### config.mk
export PLATFORM = sky130hd
export DESIGN_NAME = i2c_sample_filter
export DESIGN_NICKNAME = d
export VERILOG_FILES = /design/src/rtl/i2c_filter_pkg.sv /design/src/rtl/i2c_sample_filter_maj5.sv /design/src/rtl/i2c_sample_filter.sv
export SDC_FILE = /design/constraint.sdc
export NUM_CORES = 1
export LEC_CHECK = 0
export CORE_UTILIZATION = 46
export CTS_BUF_LIST = sky130_fd_sc_hd__clkbuf_16
export DETAILED_ROUTE_END_ITERATION = 6
export PLACE_DENSITY = 0.75
export SETUP_SLACK_MARGIN = 0.3
export SYNTH_ARGS = -nofsm -noshare
export SYNTH_HDL_FRONTEND = slang
export SYNTH_SLANG_ARGS = --single-unit
export TNS_END_PERCENT = 5
### constraint.sdc
create_clock -name clk -period 1.8 [get_ports clk]
set_input_delay 0.27 -clock clk [delete_from_list [all_inputs] [get_ports clk]]
set_output_delay 0.27 -clock clk [all_outputs]
set_load 0.01 [all_outputs]
### src/rtl/i2c_filter_pkg.sv
// ============================================================================
// i2c_filter_pkg : constants shared by the I2C line sample filter
// Rev 1.0
// ============================================================================
`default_nettype none

package i2c_filter_pkg;
  localparam logic LINE_IDLE    = 1'b1;
  localparam int   HIST_W       = 5;
  localparam int   GLITCH_CNT_W = 8;

  // True when every sample in the window agrees.
  function automatic logic hist_uniform(input logic [HIST_W-1:0] h);
    return (h == '0) || (h == '1);
  endfunction
endpackage

`default_nettype wire

### src/rtl/i2c_sample_filter_maj5.sv
// ============================================================================
// generic__maj5 : generic 5-input majority cell (Y=1 when >=3 inputs are 1)
// Rev 1.0
// ============================================================================
`default_nettype none

module generic__maj5 (
  input  logic A,
  input  logic B,
  input  logic C,
  input  logic D,
  input  logic E,
  output logic Y
);
  assign Y = (A & B & C) | (A & B & D) | (A & B & E) | (A & C & D) | (A & C & E)
           | (A & D & E) | (B & C & D) | (B & C & E) | (B & D & E) | (C & D & E);
endmodule

`default_nettype wire

### src/rtl/i2c_sample_filter.sv
// ============================================================================
// i2c_sample_filter : sync + oversample + 5-tap majority filter for one I2C line
// Optional glitch counter: define I2C_SAMPLE_FILTER_GLITCH_CNT_EN
// Rev 1.0
// ============================================================================
`default_nettype none

module i2c_sample_filter
  import i2c_filter_pkg::*;
#(
  parameter int SYNC_STAGES = 2,
  parameter int DIV_W       = 8
) (
  input  logic                    clk,
  input  logic                    rst_n,
  input  logic                    line_i,
  input  logic                    en_i,
  input  logic [DIV_W-1:0]        div_i,
  output logic                    filt_o,
  output logic                    rise_o,
  output logic                    fall_o,
  output logic                    tick_o,
  output logic [GLITCH_CNT_W-1:0] glitch_cnt_o
);

  logic [SYNC_STAGES-1:0] sync_q, sync_d;
  logic [DIV_W-1:0]       cnt_q, cnt_d;
  logic [HIST_W-1:0]      hist_q, hist_d;
  logic                   filt_q, filt_d;
  logic                   rise_q, rise_d;
  logic                   fall_q, fall_d;
  logic                   sync_w;
  logic                   tick_w;
  logic                   maj_w;

  assign sync_w = sync_q[SYNC_STAGES-1];
  // Gating by en_i also covers en_i dropping on what would have been a tick.
  assign tick_w = en_i && (cnt_q >= div_i);

  always_comb begin
    sync_d = {sync_q[SYNC_STAGES-2:0], line_i};
    cnt_d  = (!en_i || tick_w) ? '0 : cnt_q + DIV_W'(1);
    hist_d = tick_w ? {hist_q[HIST_W-2:0], sync_w} : hist_q;
    filt_d = maj_w;
    rise_d = maj_w & ~filt_q;
    fall_d = ~maj_w & filt_q;
  end

  generic__maj5 u_maj5 (
    .A (hist_q[0]),
    .B (hist_q[1]),
    .C (hist_q[2]),
    .D (hist_q[3]),
    .E (hist_q[4]),
    .Y (maj_w)
  );

  always_ff @(posedge clk or negedge rst_n) begin
    if (!rst_n) begin
      sync_q <= {SYNC_STAGES{LINE_IDLE}};
      cnt_q  <= '0;
      hist_q <= {HIST_W{LINE_IDLE}};
      filt_q <= LINE_IDLE;
      rise_q <= 1'b0;
      fall_q <= 1'b0;
    end else begin
      sync_q <= sync_d;
      cnt_q  <= cnt_d;
      hist_q <= hist_d;
      filt_q <= filt_d;
      rise_q <= rise_d;
      fall_q <= fall_d;
    end
  end

  assign filt_o = filt_q;
  assign rise_o = rise_q;
  assign fall_o = fall_q;
  assign tick_o = tick_w;

`ifdef I2C_SAMPLE_FILTER_GLITCH_CNT_EN
  logic [GLITCH_CNT_W-1:0] gcnt_q, gcnt_d;

  // Judged on the window as it will look after this tick's shift.
  always_comb begin
    gcnt_d = gcnt_q;
    if (tick_w && !hist_uniform(hist_d) && (gcnt_q != '1))
      gcnt_d = gcnt_q + GLITCH_CNT_W'(1);
  end

  always_ff @(posedge clk or negedge rst_n) begin
    if (!rst_n) gcnt_q <= '0;
    else        gcnt_q <= gcnt_d;
  end

  assign glitch_cnt_o = gcnt_q;
`else
  assign glitch_cnt_o = '0;
`endif

endmodule

`default_nettype wire

==> flow_summary.html, run 1 <==
<table>
<tr><th>Metric</th><th>Value</th></tr>
<tr><th colspan="2">Global route</th></tr>
<tr><td>Pin count of the biggest net entering global routing</td><td>19</td></tr>
<tr><td>First-pass GRT wire length</td><td>4710 um</td></tr>
<tr><td>Number of antenna violations at the first check in global routing</td><td>0</td></tr>
<tr><td>GRT Total Usage</td><td>0.228</td></tr>
<tr><td>Overflow left after global routing</td><td>0</td></tr>
<tr><td>Number of global-route vias before repair</td><td>1088</td></tr>
<tr><th colspan="2">Floorplan</th></tr>
<tr><td>Top-level I/O count</td><td>24</td></tr>
<tr><td>Site row count</td><td>18</td></tr>
<tr><td>Die Ht</td><td>54.0 um</td></tr>
<tr><td>Initial cell density of the core</td><td>0.494</td></tr>
<tr><td>Core outline area</td><td>about 2500 um^2</td></tr>
<tr><td>Overall die width</td><td>54.0 um</td></tr>
<tr><td>Die footprint</td><td>around 2900 um^2</td></tr>
<tr><th colspan="2">Yosys</th></tr>
<tr><td>Share of the synthesized area in the top cell type</td><td>0.201</td></tr>
<tr><td>Post-synthesis instance total</td><td>129</td></tr>
<tr><td>Number of unique standard cell types used by synthesis</td><td>34</td></tr>
<tr><td>Post-synthesis average cell area</td><td>9.65 um^2</td></tr>
<tr><td>Post-synth top area cell</td><td>dfrtp_1</td></tr>
<tr><td>Flip-flop and latch count after synthesis</td><td>18</td></tr>
<tr><td>Share of flip-flops with an asynchronous set or reset after synthesis</td><td>1.00</td></tr>
<tr><td>Post-Syn Area</td><td>1240 um^2</td></tr>
<tr><td>EDFF count, synth</td><td>0</td></tr>
<tr><td>Cell types with the largest area share after synthesis</td><td>dfrtp_1, dfstp_2, ha_1</td></tr>
<tr><td>Main synth FF type</td><td>dfrtp_1</td></tr>
<tr><td>Post-synthesis sequential area ratio</td><td>0.370</td></tr>
<tr><td>Synth warn</td><td>0</td></tr>
<tr><th colspan="2">Layout</th></tr>
<tr><td>P&amp;R area growth vs syn</td><td>46.3%</td></tr>
<tr><td>Antenna cell count</td><td>0</td></tr>
<tr><td>Count of nets after finishing</td><td>188</td></tr>
<tr><td>Utilization after layout</td><td>0.722</td></tr>
<tr><td>Most frequent cells in the layout</td><td>buf_4, nor2b_1, nand3_1, dfrtp_1, dlygate4sd2_1</td></tr>
<tr><td>Sequential cell area in the final layout</td><td>460 um^2</td></tr>
<tr><td>Final design area excluding fillers</td><td>1820 um^2</td></tr>
<tr><td>Proportion of layout cells with a drive suffix above 1</td><td>0.380</td></tr>
<tr><td>Most common library cell in the layout ignoring fill and taps</td><td>buf_4</td></tr>
<tr><td>Area of the multi-input gates</td><td>867 um^2</td></tr>
<tr><td>Count of fill cells added during filler insertion</td><td>175</td></tr>
<tr><th colspan="2">STA</th></tr>
<tr><td>Post-route worst hold slack</td><td>approximately 350 ps</td></tr>
<tr><td>Unrepaired setup endpoints after global routing</td><td>true</td></tr>
<tr><td>Number of max-slew violations in the final report</td><td>0</td></tr>
<tr><td>Headroom to the max-slew limit</td><td>0.461</td></tr>
<tr><td>Number of endpoints failing setup at the final stage</td><td>1</td></tr>
<tr><td>Number of endpoints with negative hold slack in the final report</td><td>0</td></tr>
<tr><td>Shortest period the worst path allows</td><td>1970 ps</td></tr>
<tr><td>Final period utilization</td><td>1.10</td></tr>
<tr><td>Least-Margin Pin Slew</td><td>807 ps</td></tr>
<tr><td>Final Skew</td><td>1.77 ps</td></tr>
<tr><td>Max Fclk</td><td>507 MHz</td></tr>
<tr><td>Smallest setup slack after layout</td><td>-173 ps</td></tr>
<tr><th colspan="2">Worst setup path</th></tr>
<tr><td>Worst Path Arrival</td><td>around 1700 ps</td></tr>
<tr><td>Kind of end point of the critical path</td><td>output port</td></tr>
<tr><td>Worst reg-to-reg path cell count</td><td>7</td></tr>
<tr><td>Type of the setup path with the least slack</td><td>reg2out</td></tr>
<tr><td>Register-to-register setup slack</td><td>80 ps</td></tr>
<tr><td>Kind of start point of the critical path</td><td>flop</td></tr>
<tr><td>Critical R2R Capture</td><td>cnt_q[1]</td></tr>
<tr><td>Critical path fanouts, max</td><td>2</td></tr>
<tr><td>Startpoint of the worst-slack reg-to-reg timing path</td><td>cnt_q[5]</td></tr>
<tr><td>Required time of the critical path</td><td>1530 ps</td></tr>
<tr><th colspan="2">Run status</th></tr>
<tr><td>Violated checks</td><td>negative setup slack</td></tr>
<tr><td>Status</td><td>finished, violations left</td></tr>
<tr><th colspan="2">Clock tree</th></tr>
<tr><td>CTS clock-pin slew for the worst setup and hold paths</td><td>50 ps</td></tr>
<tr><td>Worst-case clock buffer depth</td><td>2</td></tr>
<tr><td>Total CTS buffers</td><td>3</td></tr>
<tr><td>Clock tree from TritonCTS</td><td>yes</td></tr>
<tr><td>Buffer cell driving the clock tree root</td><td>clkbuf_16</td></tr>
<tr><td>H-tree levels</td><td>1</td></tr>
<tr><td>CTS Sinks</td><td>18</td></tr>
<tr><td>Number of hold buffers added after CTS</td><td>0</td></tr>
<tr><td>Clock latency at the later pin of the worst-skew pair</td><td>between 200 and 250 ps</td></tr>
<tr><th colspan="2">Route</th></tr>
<tr><td>Aggregate routed wire length</td><td>3040 um</td></tr>
<tr><td>Violation count after the first detailed-route iteration</td><td>39</td></tr>
<tr><td>Routed length per instance</td><td>between 15 and 20 um</td></tr>
<tr><td>Final antenna-violating net count</td><td>0</td></tr>
<tr><td>Vias per inst</td><td>5.68</td></tr>
<tr><td>Total via count in the routed design</td><td>1114</td></tr>
<tr><td>Count of unresolved DRC violations after routing</td><td>0</td></tr>
<tr><td>First drt pass iteration count</td><td>4</td></tr>
<tr><th colspan="2">Placed design</th></tr>
<tr><td>Detailed placer's ending HPWL</td><td>2000 um</td></tr>
<tr><td>Area after detailed placement</td><td>1540 um^2</td></tr>
<tr><td>Placer Congestion</td><td>0.833</td></tr>
<tr><td>Port Buffer Count</td><td>15</td></tr>
<tr><td>DP Worst Slack</td><td>-731 ps</td></tr>
<tr><th colspan="2">Pwr</th></tr>
<tr><td>Pwr/cell area</td><td>591 nW/um^2</td></tr>
<tr><td>Maximum vdd drop</td><td>0.579 mV</td></tr>
<tr><td>Leakage dissipation</td><td>0.787 nW</td></tr>
<tr><th colspan="2">Min path</th></tr>
<tr><td>Type of the tightest min-delay check</td><td>in2async</td></tr>
<tr><th colspan="2">Flow run</th></tr>
<tr><td>Max_cap viols</td><td>0</td></tr>
</table>
[Yosys cell counts (all sizes together) (2+ instances only)]
master  number
dfrtp       10
dfstp        8
buf          9
and3         2
nor2b       13
nor3        11
ha           9
o21ai        2
o211ai       5
a32oi       10
clkbuf       2
inv         12
nand3       10
xor2         5
and2         6
o21a         2
[where the power goes]
part | leakage [nW] | internal, W | switching, W
combinational | 0.527 | 0.0000966 | 0.000118
sequential | 0.221 | 0.000417 | 0.00000633
clock | 0.0385 | 0.000295 | 0.000144
total | 0.787 | 0.000809 | 0.000268
[per-layer routing]
layer | vias to the layer above | wire length [um] | global-route usage
met1 | 532 | 1360 | 0.297
met3 | 10 | 128 | 0.0311
met4 | 0 | 59 | 0.115
met2 | 45 | 1500 | 0.366
li1 | 527 | - | -
met5 | - | 0 | 0
[how the worst max path moves through the flow]
stage | startpoint | to | slack (ps)
final | cnt_q[5] | tick_o | -170
after global routing | cnt_q[5] | tick_o | -240
after CTS | cnt_q[5] | tick_o | -180
after detailed placement | div_i[5] | tick_o | -730
after global placement | div_i[5] | tick_o | -690
after floorplan | cnt_q[0] | tick_o | 10
[registers in the layout, summed over array words and instances, names as in the netlist]
signal	flops
rise_o	1
sync_q	2
fall_o	1
filt_o	1
cnt_q	8
hist_q	5
[area by class of cell]
| cell class | count | share of cell area |
|---|---|---|
| clock buffers | 3 | 0.0412 |
| clock inverters | 1 | 0.00206 |
| inverters | 12 | 0.0247 |
| multi-input cells | 95 | 0.476 |
| flip-flops and latches | 18 | 0.253 |
| well taps | 30 | 0.0206 |
| repair buffers | 37 | 0.183 |
[cells by family (layout without fill, tap and decap cells)]
family                     count (synthesis)  count (layout)  synth area share
AOI/OAI and AO/OA                         24              24             0.172
xor gates and xnor gates                   6               6            0.0422
adders and majority gates                 10              10            0.0985
buffers and inverters                     23              53            0.0945
DFF                                       18              18             0.370
other                                      1               8           0.00301
and+or+nand+nor                           47              47             0.220
[stage by stage]
stage	TNS [ps]	instances	total power (W)
floorplan	0	136	0.000550
global placement	-3110	188	0.000613
detailed placement	-3700	188	0.000620
CTS	-184	195	0.00107
global route	-238	196	0.00113
finish	-173	196	0.00108
[critical path, stage by stage (launching register included)]
cell,delay (ps)
dfrtp_1,400
ha_4,280
nand4_1,170
o311ai_4,320
and2_4,190
buf_6,90
[what timing repair did]
| item | 4_1_cts | 5_1_grt |
|---|---|---|
| endpoints found under the setup margin | 15 | 14 |
| gates cloned | 0 | 0 |
| resized for setup | 34 | 14 |
| pin swaps | 33 | 26 |
| buffers inserted | 3 | 1 |
No activity file was read; power rests on OpenSTA's default activity.
==> inputs of run 2 (changes only) <==
RECOVER_POWER = 25   (was not set)
==> run 2 against run 1 <==
Net effect:
- the flow still finishes with violations (negative setup slack)
- clock-buffer cell count unchanged
- sequential power about the same
- non-clock buffer count unchanged
- via count unchanged
- clock power about the same
- clock skew about the same
- cell count unchanged
- wire length increased by 0.43%
- critical path depth unchanged
- sequential share of layout area increased by 0.052 points
==> flow_summary.html, run 2 (same netlist as run 1, synthesis figures left out) <==
<table>
<tr><th>Metric</th><th>Value</th></tr>
<tr><th colspan="2">STA</th></tr>
<tr><td>Unrepaired setup endpoints after global routing</td><td>true</td></tr>
<tr><td>Number of endpoints with negative hold slack in the final report</td><td>0 (unchanged)</td></tr>
<tr><td>Final period utilization</td><td>1.10 (about the same)</td></tr>
<tr><td>Shortest period the worst path allows</td><td>1970 ps (-0.00100 ps)</td></tr>
<tr><td>Smallest setup slack after layout</td><td>-173 ps (+0.00100 ps)</td></tr>
<tr><td>Number of endpoints failing setup at the final stage</td><td>1 (unchanged)</td></tr>
<tr><td>Max Fclk</td><td>507 MHz (unchanged)</td></tr>
<tr><td>Number of max-slew violations in the final report</td><td>0 (unchanged)</td></tr>
<tr><td>Final Skew</td><td>1.77 ps (-0.000500 ps)</td></tr>
<tr><td>Headroom to the max-slew limit</td><td>0.340 (-0.121)</td></tr>
<tr><td>Least-Margin Pin Slew</td><td>990 ps (+183 ps)</td></tr>
<tr><th colspan="2">Layout</th></tr>
<tr><td>Antenna cell count</td><td>0 (unchanged)</td></tr>
<tr><td>P&amp;R area growth vs syn</td><td>46.0%</td></tr>
<tr><td>Largest reg by FF count</td><td>cnt_q</td></tr>
<tr><td>Most frequent cells in the layout</td><td>buf_4, nor2b_1, nand3_1, dfrtp_1, dlygate4sd2_1</td></tr>
<tr><td>Registers with the most flip-flops</td><td>cnt_q x8, hist_q x5, sync_q x2</td></tr>
<tr><td>Most common library cell in the layout ignoring fill and taps</td><td>buf_4</td></tr>
<tr><td>Proportion of layout cells with a drive suffix above 1</td><td>0.373 (-0.00602)</td></tr>
<tr><td>Count of nets after finishing</td><td>188 (unchanged)</td></tr>
<tr><td>Number of flip-flops under the largest register name</td><td>8 (unchanged)</td></tr>
<tr><td>Utilization after layout</td><td>0.721 (-0.00149)</td></tr>
<tr><td>Count of fill cells added during filler insertion</td><td>174 (-0.57%)</td></tr>
<tr><th colspan="2">Run status</th></tr>
<tr><td>Status</td><td>finished, violations left</td></tr>
<tr><td>Violated checks</td><td>negative setup slack</td></tr>
<tr><th colspan="2">Clock tree</th></tr>
<tr><td>H-tree levels</td><td>1 (unchanged)</td></tr>
<tr><td>Total CTS buffers</td><td>3 (unchanged)</td></tr>
<tr><td>Number of hold buffers added after CTS</td><td>0 (unchanged)</td></tr>
<tr><td>CTS clock-pin slew for the worst setup and hold paths</td><td>50 ps (about the same)</td></tr>
<tr><td>Clock latency at the later pin of the worst-skew pair</td><td>240 ps (about the same)</td></tr>
<tr><td>Clock tree from TritonCTS</td><td>yes</td></tr>
<tr><td>Worst-case clock buffer depth</td><td>2 (unchanged)</td></tr>
<tr><td>Buffer cell driving the clock tree root</td><td>clkbuf_16</td></tr>
<tr><td>CTS Sinks</td><td>18 (unchanged)</td></tr>
<tr><th colspan="2">Floorplan</th></tr>
<tr><td>Die footprint</td><td>2920 um^2 (unchanged)</td></tr>
<tr><td>Site row count</td><td>18 (unchanged)</td></tr>
<tr><td>Overall die width</td><td>54.0 um (unchanged)</td></tr>
<tr><td>Core outline area</td><td>2520 um^2 (unchanged)</td></tr>
<tr><td>Top-level I/O count</td><td>24 (unchanged)</td></tr>
<tr><td>Initial cell density of the core</td><td>0.494 (unchanged)</td></tr>
<tr><td>Die Ht</td><td>54.0 um (unchanged)</td></tr>
<tr><th colspan="2">Route</th></tr>
<tr><td>Aggregate routed wire length</td><td>3060 um (+0.43%)</td></tr>
<tr><td>Vias per inst</td><td>5.68 (unchanged)</td></tr>
<tr><td>Routed length per instance</td><td>15.6 um (+0.43%)</td></tr>
<tr><td>Violation count after the first detailed-route iteration</td><td>39 (unchanged)</td></tr>
<tr><td>Final antenna-violating net count</td><td>0 (unchanged)</td></tr>
<tr><td>First drt pass iteration count</td><td>4 (unchanged)</td></tr>
<tr><td>Total via count in the routed design</td><td>1114 (unchanged)</td></tr>
<tr><td>Count of unresolved DRC violations after routing</td><td>0 (unchanged)</td></tr>
<tr><th colspan="2">Pwr</th></tr>
<tr><td>Leakage dissipation</td><td>0.784 nW (-0.39%)</td></tr>
<tr><td>Total power after layout</td><td>0.00108 W (-0.14%)</td></tr>
<tr><td>Maximum vdd drop</td><td>0.579 mV (about the same)</td></tr>
<tr><td>Pwr/cell area</td><td>591 nW/um^2 (about the same)</td></tr>
<tr><th colspan="2">Worst setup path</th></tr>
<tr><td>Delay of the slowest cell on the worst path</td><td>400 ps (about the same)</td></tr>
<tr><td>Critical path fanouts, max</td><td>2 (unchanged)</td></tr>
<tr><td>Required time of the critical path</td><td>1530 ps (about the same)</td></tr>
<tr><td>Kind of end point of the critical path</td><td>output port</td></tr>
<tr><td>Top cell family by delay on the critical path</td><td>flip-flops</td></tr>
<tr><td>Worst Path Arrival</td><td>1700 ps (about the same)</td></tr>
<tr><td>CP max-delay cell</td><td>dfrtp_1</td></tr>
<tr><td>Worst path buffer plus inverter count</td><td>1 (unchanged)</td></tr>
<tr><td>Type of the setup path with the least slack</td><td>reg2out</td></tr>
<tr><td>Cell breakdown of the critical path</td><td>ha_4 &gt; nand4_1 &gt; o311ai_4 &gt; and2_4 &gt; buf_6</td></tr>
<tr><td>Kind of start point of the critical path</td><td>flop</td></tr>
<tr><th colspan="2">Global route</th></tr>
<tr><td>GRT Total Usage</td><td>0.228 (unchanged)</td></tr>
<tr><td>Pin count of the biggest net entering global routing</td><td>19 (unchanged)</td></tr>
<tr><td>Overflow left after global routing</td><td>0 (unchanged)</td></tr>
<tr><td>First-pass GRT wire length</td><td>4710 um (unchanged)</td></tr>
<tr><td>Number of global-route vias before repair</td><td>1088 (unchanged)</td></tr>
<tr><td>Number of antenna violations at the first check in global routing</td><td>0 (unchanged)</td></tr>
<tr><th colspan="2">Flow run</th></tr>
<tr><td>Max_cap viols</td><td>0 (unchanged)</td></tr>
<tr><th colspan="2">Min path</th></tr>
<tr><td>Type of the tightest min-delay check</td><td>reg2reg</td></tr>
<tr><th colspan="2">Placed design</th></tr>
<tr><td>Detailed placer's ending HPWL</td><td>2000 um (unchanged)</td></tr>
<tr><td>Port Buffer Count</td><td>15 (unchanged)</td></tr>
<tr><td>Placer Congestion</td><td>0.833 (unchanged)</td></tr>
</table>
-- run 2: cell count changes in the layout (fill, tap and decap cells not counted) --
cell             before  now
buf_4                18   17
clkbuf_1              0    1
clkdlybuf4s50_1       5    3
dlygate4sd3_1         0    2
-- run 2: worst paths after layout --
path	start	to	slack (ps)	depth (start not counted)
hold reg to reg	sync_q[0]	sync_q[1]	360	0
hold / removal	sync_q[0]	sync_q[1]	360	0
setup reg to reg	cnt_q[5]	cnt_q[1]	80	7
max in group asynchronous	rst_n	cnt_q[1]	500	2
setup / recovery	cnt_q[5]	tick_o	-170	5
min in group asynchronous	rst_n	fall_o	700	2
-- run 2: layout make-up --
cell class / instances / area, um^2 / share of cell area
multi-input cells: 95 / 867 / 0.477
flip-flops and latches: 18 / 460 / 0.253
repair buffers: 37 / 329 / 0.181
clock buffers: 3 / 75.1 / 0.0413
inverters: 12 / 45.0 / 0.0248
well taps: 30 / 37.5 / 0.0206
clock inverters: 1 / 3.75 / 0.00206
-- run 2: power by group --
part	total [W]	switching, W	internal, W	leakage, nW
registers	0.000424	0.00000633	0.000417	0.221
clock network	0.000438	0.000144	0.000295	0.0385
logic	0.000213	0.000119	0.0000947	0.524
-- run 2: timing repair --
action / 4_1_cts / 5_1_grt
gates resized for setup: 34 / 14
setup endpoints to repair: 15 / 14
buffers inserted: 3 / 1
endpoints found under the hold margin: 0 / 0
pin swaps: 33 / 26
-- run 2: layer usage --
| metal | up-vias | track usage | part of all wire |
|---|---|---|---|
| li1 | 526 | - | - |
| met5 | - | 0 | 0 |
| met2 | 47 | 0.366 | 0.49 |
| met1 | 533 | 0.297 | 0.45 |
| met3 | 8 | 0.0311 | 0.044 |
| met4 | 0 | 0.115 | 0.017 |
-- run 2: through the flow --
| step | hold WS, ps | setup WS [ps] | instance area (um^2) | setup TNS (ps) | std cells |
|---|---|---|---|---|---|
| global placement | 345 | -688 | 1540 | -3110 | 188 |
| detailed placement | 351 | -731 | 1540 | -3700 | 188 |
| global route | 360 | -238 | 1820 | -238 | 196 |
| CTS | 357 | -184 | 1730 | -184 | 195 |
| finish | 356 | -173 | 1820 | -173 | 196 |
| floorplan | -25.6 | 9.55 | 1290 | 0 | 136 |
==> inputs of run 3 (changes only) <==
CORE_MARGIN = 3   (was not set)
RECOVER_POWER = not set   (was 25)
==> run 3 against run 2 <==
Net effect:
- the flow still finishes with violations (negative setup slack)
- sequential cell count unchanged
- non-clock buffer count down 1
- sequential share of layout area up 1.1 points
- worst setup slack worse by 35 ps
- hold slack worse by 7.7 ps
==> flow_summary.html, run 3 (same netlist as run 1, synthesis figures left out) <==
<table>
<tr><th>Metric</th><th>Value</th></tr>
<tr><th colspan="2">STA</th></tr>
<tr><td>Number of max-slew violations in the final report</td><td>0 (unchanged)</td></tr>
<tr><td>Smallest setup slack after layout</td><td>-208 ps (-34.9 ps)</td></tr>
<tr><td>Unrepaired setup endpoints after global routing</td><td>true</td></tr>
<tr><td>Number of endpoints failing setup at the final stage</td><td>1 (unchanged)</td></tr>
<tr><td>Least-Margin Pin Slew</td><td>512 ps (-478 ps)</td></tr>
<tr><td>Number of endpoints with negative hold slack in the final report</td><td>0 (unchanged)</td></tr>
<tr><td>Final Skew</td><td>4.05 ps (+2.28 ps)</td></tr>
<tr><td>Final period utilization</td><td>1.12 (+0.0194)</td></tr>
<tr><td>Max Fclk</td><td>498 MHz (-1.7%)</td></tr>
<tr><td>Shortest period the worst path allows</td><td>2010 ps (+34.9 ps)</td></tr>
<tr><td>Headroom to the max-slew limit</td><td>0.658 (+0.319)</td></tr>
<tr><th colspan="2">Clock tree</th></tr>
<tr><td>Clock tree from TritonCTS</td><td>yes</td></tr>
<tr><td>Worst-case clock buffer depth</td><td>2 (unchanged)</td></tr>
<tr><td>CTS clock-pin slew for the worst setup and hold paths</td><td>50 ps (about the same)</td></tr>
<tr><td>Clock latency at the later pin of the worst-skew pair</td><td>250 ps (about the same)</td></tr>
<tr><td>Total CTS buffers</td><td>3 (unchanged)</td></tr>
<tr><td>H-tree levels</td><td>1 (unchanged)</td></tr>
<tr><td>CTS Sinks</td><td>18 (unchanged)</td></tr>
<tr><td>Buffer cell driving the clock tree root</td><td>clkbuf_16</td></tr>
<tr><th colspan="2">Layout</th></tr>
<tr><td>P&amp;R area growth vs syn</td><td>40.0%</td></tr>
<tr><td>Count of nets after finishing</td><td>187 (-0.53%)</td></tr>
<tr><td>Most common library cell in the layout ignoring fill and taps</td><td>buf_4</td></tr>
<tr><td>Registers with the most flip-flops</td><td>cnt_q x8, hist_q x5, sync_q x2</td></tr>
<tr><td>Antenna cell count</td><td>0 (unchanged)</td></tr>
<tr><td>Number of flip-flops under the largest register name</td><td>8 (unchanged)</td></tr>
<tr><td>Proportion of layout cells with a drive suffix above 1</td><td>0.376 (+0.00226)</td></tr>
<tr><td>Utilization after layout</td><td>0.691 (-0.0298)</td></tr>
<tr><td>Most frequent cells in the layout</td><td>buf_4, nor2b_1, nand3_1, dfrtp_1</td></tr>
<tr><td>Largest reg by FF count</td><td>cnt_q</td></tr>
<tr><th colspan="2">Worst setup path</th></tr>
<tr><td>Critical R2R Capture</td><td>cnt_q[3]</td></tr>
<tr><td>Critical path fanouts, max</td><td>2 (unchanged)</td></tr>
<tr><td>Startpoint of the worst-slack reg-to-reg timing path</td><td>cnt_q[5]</td></tr>
<tr><td>Delay of the slowest cell on the worst path</td><td>410 ps (about the same)</td></tr>
<tr><td>Register-to-register setup slack</td><td>130 ps (+50 ps)</td></tr>
<tr><td>Cell breakdown of the critical path</td><td>ha_4 &gt; a211o_1 &gt; nand2_2 &gt; o311ai_4 &gt; and2_4 &gt; buf_6</td></tr>
<tr><td>Kind of end point of the critical path</td><td>output port</td></tr>
<tr><td>Worst Setup SP</td><td>cnt_q[5]</td></tr>
<tr><td>Top cell family by delay on the critical path</td><td>compound AO/OA/AOI/OAI gates</td></tr>
<tr><td>CP max-delay cell</td><td>dfrtp_1</td></tr>
<tr><td>Worst path buffer plus inverter count</td><td>1 (unchanged)</td></tr>
<tr><td>Required time of the critical path</td><td>1530 ps (about the same)</td></tr>
<tr><td>Kind of start point of the critical path</td><td>flop</td></tr>
<tr><td>Type of the setup path with the least slack</td><td>reg2out</td></tr>
<tr><td>Worst Path Arrival</td><td>1740 ps (+40 ps)</td></tr>
<tr><td>Number of gates on the worst path with buffers counted</td><td>6 (+1)</td></tr>
<tr><td>Worst reg-to-reg path cell count</td><td>6 (-1)</td></tr>
<tr><td>Capturing element of the worst setup path</td><td>tick_o</td></tr>
<tr><th colspan="2">Placed design</th></tr>
<tr><td>Detailed placer's ending HPWL</td><td>2100 um (+5.4%)</td></tr>
<tr><td>DP Worst Slack</td><td>-770 ps (-39.0 ps)</td></tr>
<tr><td>Placer Congestion</td><td>0.874 (+4.8%)</td></tr>
<tr><td>Port Buffer Count</td><td>15 (unchanged)</td></tr>
<tr><th colspan="2">Route</th></tr>
<tr><td>Total via count in the routed design</td><td>1091 (-2.1%)</td></tr>
<tr><td>Vias per inst</td><td>5.59 (-1.6%)</td></tr>
<tr><td>Violation count after the first detailed-route iteration</td><td>41 (+5.1%)</td></tr>
<tr><td>Aggregate routed wire length</td><td>3120 um (+2.0%)</td></tr>
<tr><td>Routed length per instance</td><td>16.0 um (+2.5%)</td></tr>
<tr><td>Count of unresolved DRC violations after routing</td><td>0 (unchanged)</td></tr>
<tr><td>Final antenna-violating net count</td><td>0 (unchanged)</td></tr>
<tr><td>First drt pass iteration count</td><td>4 (unchanged)</td></tr>
<tr><th colspan="2">Floorplan</th></tr>
<tr><td>Core outline area</td><td>2520 um^2 (unchanged)</td></tr>
<tr><td>Site row count</td><td>18 (unchanged)</td></tr>
<tr><td>Initial cell density of the core</td><td>0.494 (unchanged)</td></tr>
<tr><td>Die Ht</td><td>58.0 um (+7.4%)</td></tr>
<tr><td>Top-level I/O count</td><td>24 (unchanged)</td></tr>
<tr><td>Die footprint</td><td>3370 um^2 (+15%)</td></tr>
<tr><td>Overall die width</td><td>58.0 um (+7.4%)</td></tr>
<tr><th colspan="2">Global route</th></tr>
<tr><td>Number of global-route vias before repair</td><td>1093 (+0.46%)</td></tr>
<tr><td>Number of antenna violations at the first check in global routing</td><td>0 (unchanged)</td></tr>
<tr><td>Pin count of the biggest net entering global routing</td><td>19 (unchanged)</td></tr>
<tr><td>Met1 GRT Util</td><td>0.244 (-0.0534)</td></tr>
<tr><td>GRT Total Usage</td><td>0.199 (-0.0293)</td></tr>
<tr><td>Overflow left after global routing</td><td>0 (unchanged)</td></tr>
<tr><td>Most heavily used metal layer in global routing</td><td>met2</td></tr>
<tr><td>GRT met2 Usage</td><td>0.348 (-0.0179)</td></tr>
<tr><td>First-pass GRT wire length</td><td>5000 um (+6.3%)</td></tr>
<tr><td>Fraction of met3 tracks used by global routing</td><td>0.0267 (-0.00435)</td></tr>
<tr><th colspan="2">Run status</th></tr>
<tr><td>Status</td><td>finished, violations left</td></tr>
<tr><td>Violated checks</td><td>negative setup slack</td></tr>
<tr><th colspan="2">Pwr</th></tr>
<tr><td>Leakage dissipation</td><td>0.783 nW (-0.16%)</td></tr>
<tr><td>Maximum vdd drop</td><td>0.576 mV (-0.50%)</td></tr>
<tr><td>Total power after layout</td><td>0.00109 W (+1.6%)</td></tr>
<tr><td>Pwr/cell area</td><td>627 nW/um^2 (+5.9%)</td></tr>
<tr><th colspan="2">Min path</th></tr>
<tr><td>Type of the tightest min-delay check</td><td>in2async</td></tr>
<tr><th colspan="2">Flow run</th></tr>
<tr><td>Max_cap viols</td><td>0 (unchanged)</td></tr>
</table>
run 3: cell types whose count changed in the layout (fill, tap and decap cells not counted), sizes merged:
cell           before  now
clkbuf              4    3
clkdlybuf4s50       3    5
dlygate4sd3         2    0
run 3: worst register-to-register path, delay by kind of cell, from the launching register on:
family / cells / cell delay, ps
AOI/OAI and AO/OA: 2 / 440
adders and majority gates: 1 / 260
buffers and inverters: 1 / 190
DFF: 1 / 410
and+or+nand+nor: 2 / 290
run 3: layout make-up:
type	instances	area [um^2]
clock buffer	3	75.1
multi-input combinational	95	823
clock inverter	1	3.75
timing repair buffer	36	298
tap	30	37.5
fill	192	779
sequential	18	460
inverter	12	45.0
run 3: layer usage:
layer	up-vias	part of all wire
li1	523	-
met2	39	0.49
met3	4	0.055
met1	525	0.44
met5	-	0
met4	0	0.015
run 3: power by group:
part / internal, W / switching (W) / total (W)
Combinational: 0.000108 / 0.000116 / 0.000223
Sequential: 0.000417 / 0.00000784 / 0.000425
Clock: 0.000295 / 0.000149 / 0.000444
run 3: through the flow:
stage / hold slack (ps) / instance area [um^2] / TNS (ps) / cells
after floorplan: -25.6 / 1290 / 0 / 136
after global placement: 346 / 1540 / -3210 / 188
after detailed placement: 347 / 1540 / -3850 / 188
after CTS: 354 / 1720 / -204 / 194
after global routing: 358 / 1740 / -245 / 195
final: 349 / 1740 / -208 / 195
run 3: worst min path at each step:
stage          startpoint        end  slack, ps  depth (start not counted)
6_report            rst_n     rise_o        350                          2
5_1_grt         sync_q[0]  sync_q[1]        360                          0
4_1_cts             rst_n     rise_o        350                          2
3_5_place_dp    sync_q[0]  sync_q[1]        350                          0
3_3_place_gp    sync_q[0]  sync_q[1]        350                          0
2_1_floorplan       rst_n   cnt_q[0]        -30                          0
run 3: what timing repair did:
item                       in CTS  in global routing
buffers inserted                2                  1
hold buffers                    0                  0
pin swaps                      12                 10
resized for setup              32                  4
setup endpoints to repair      15                 14
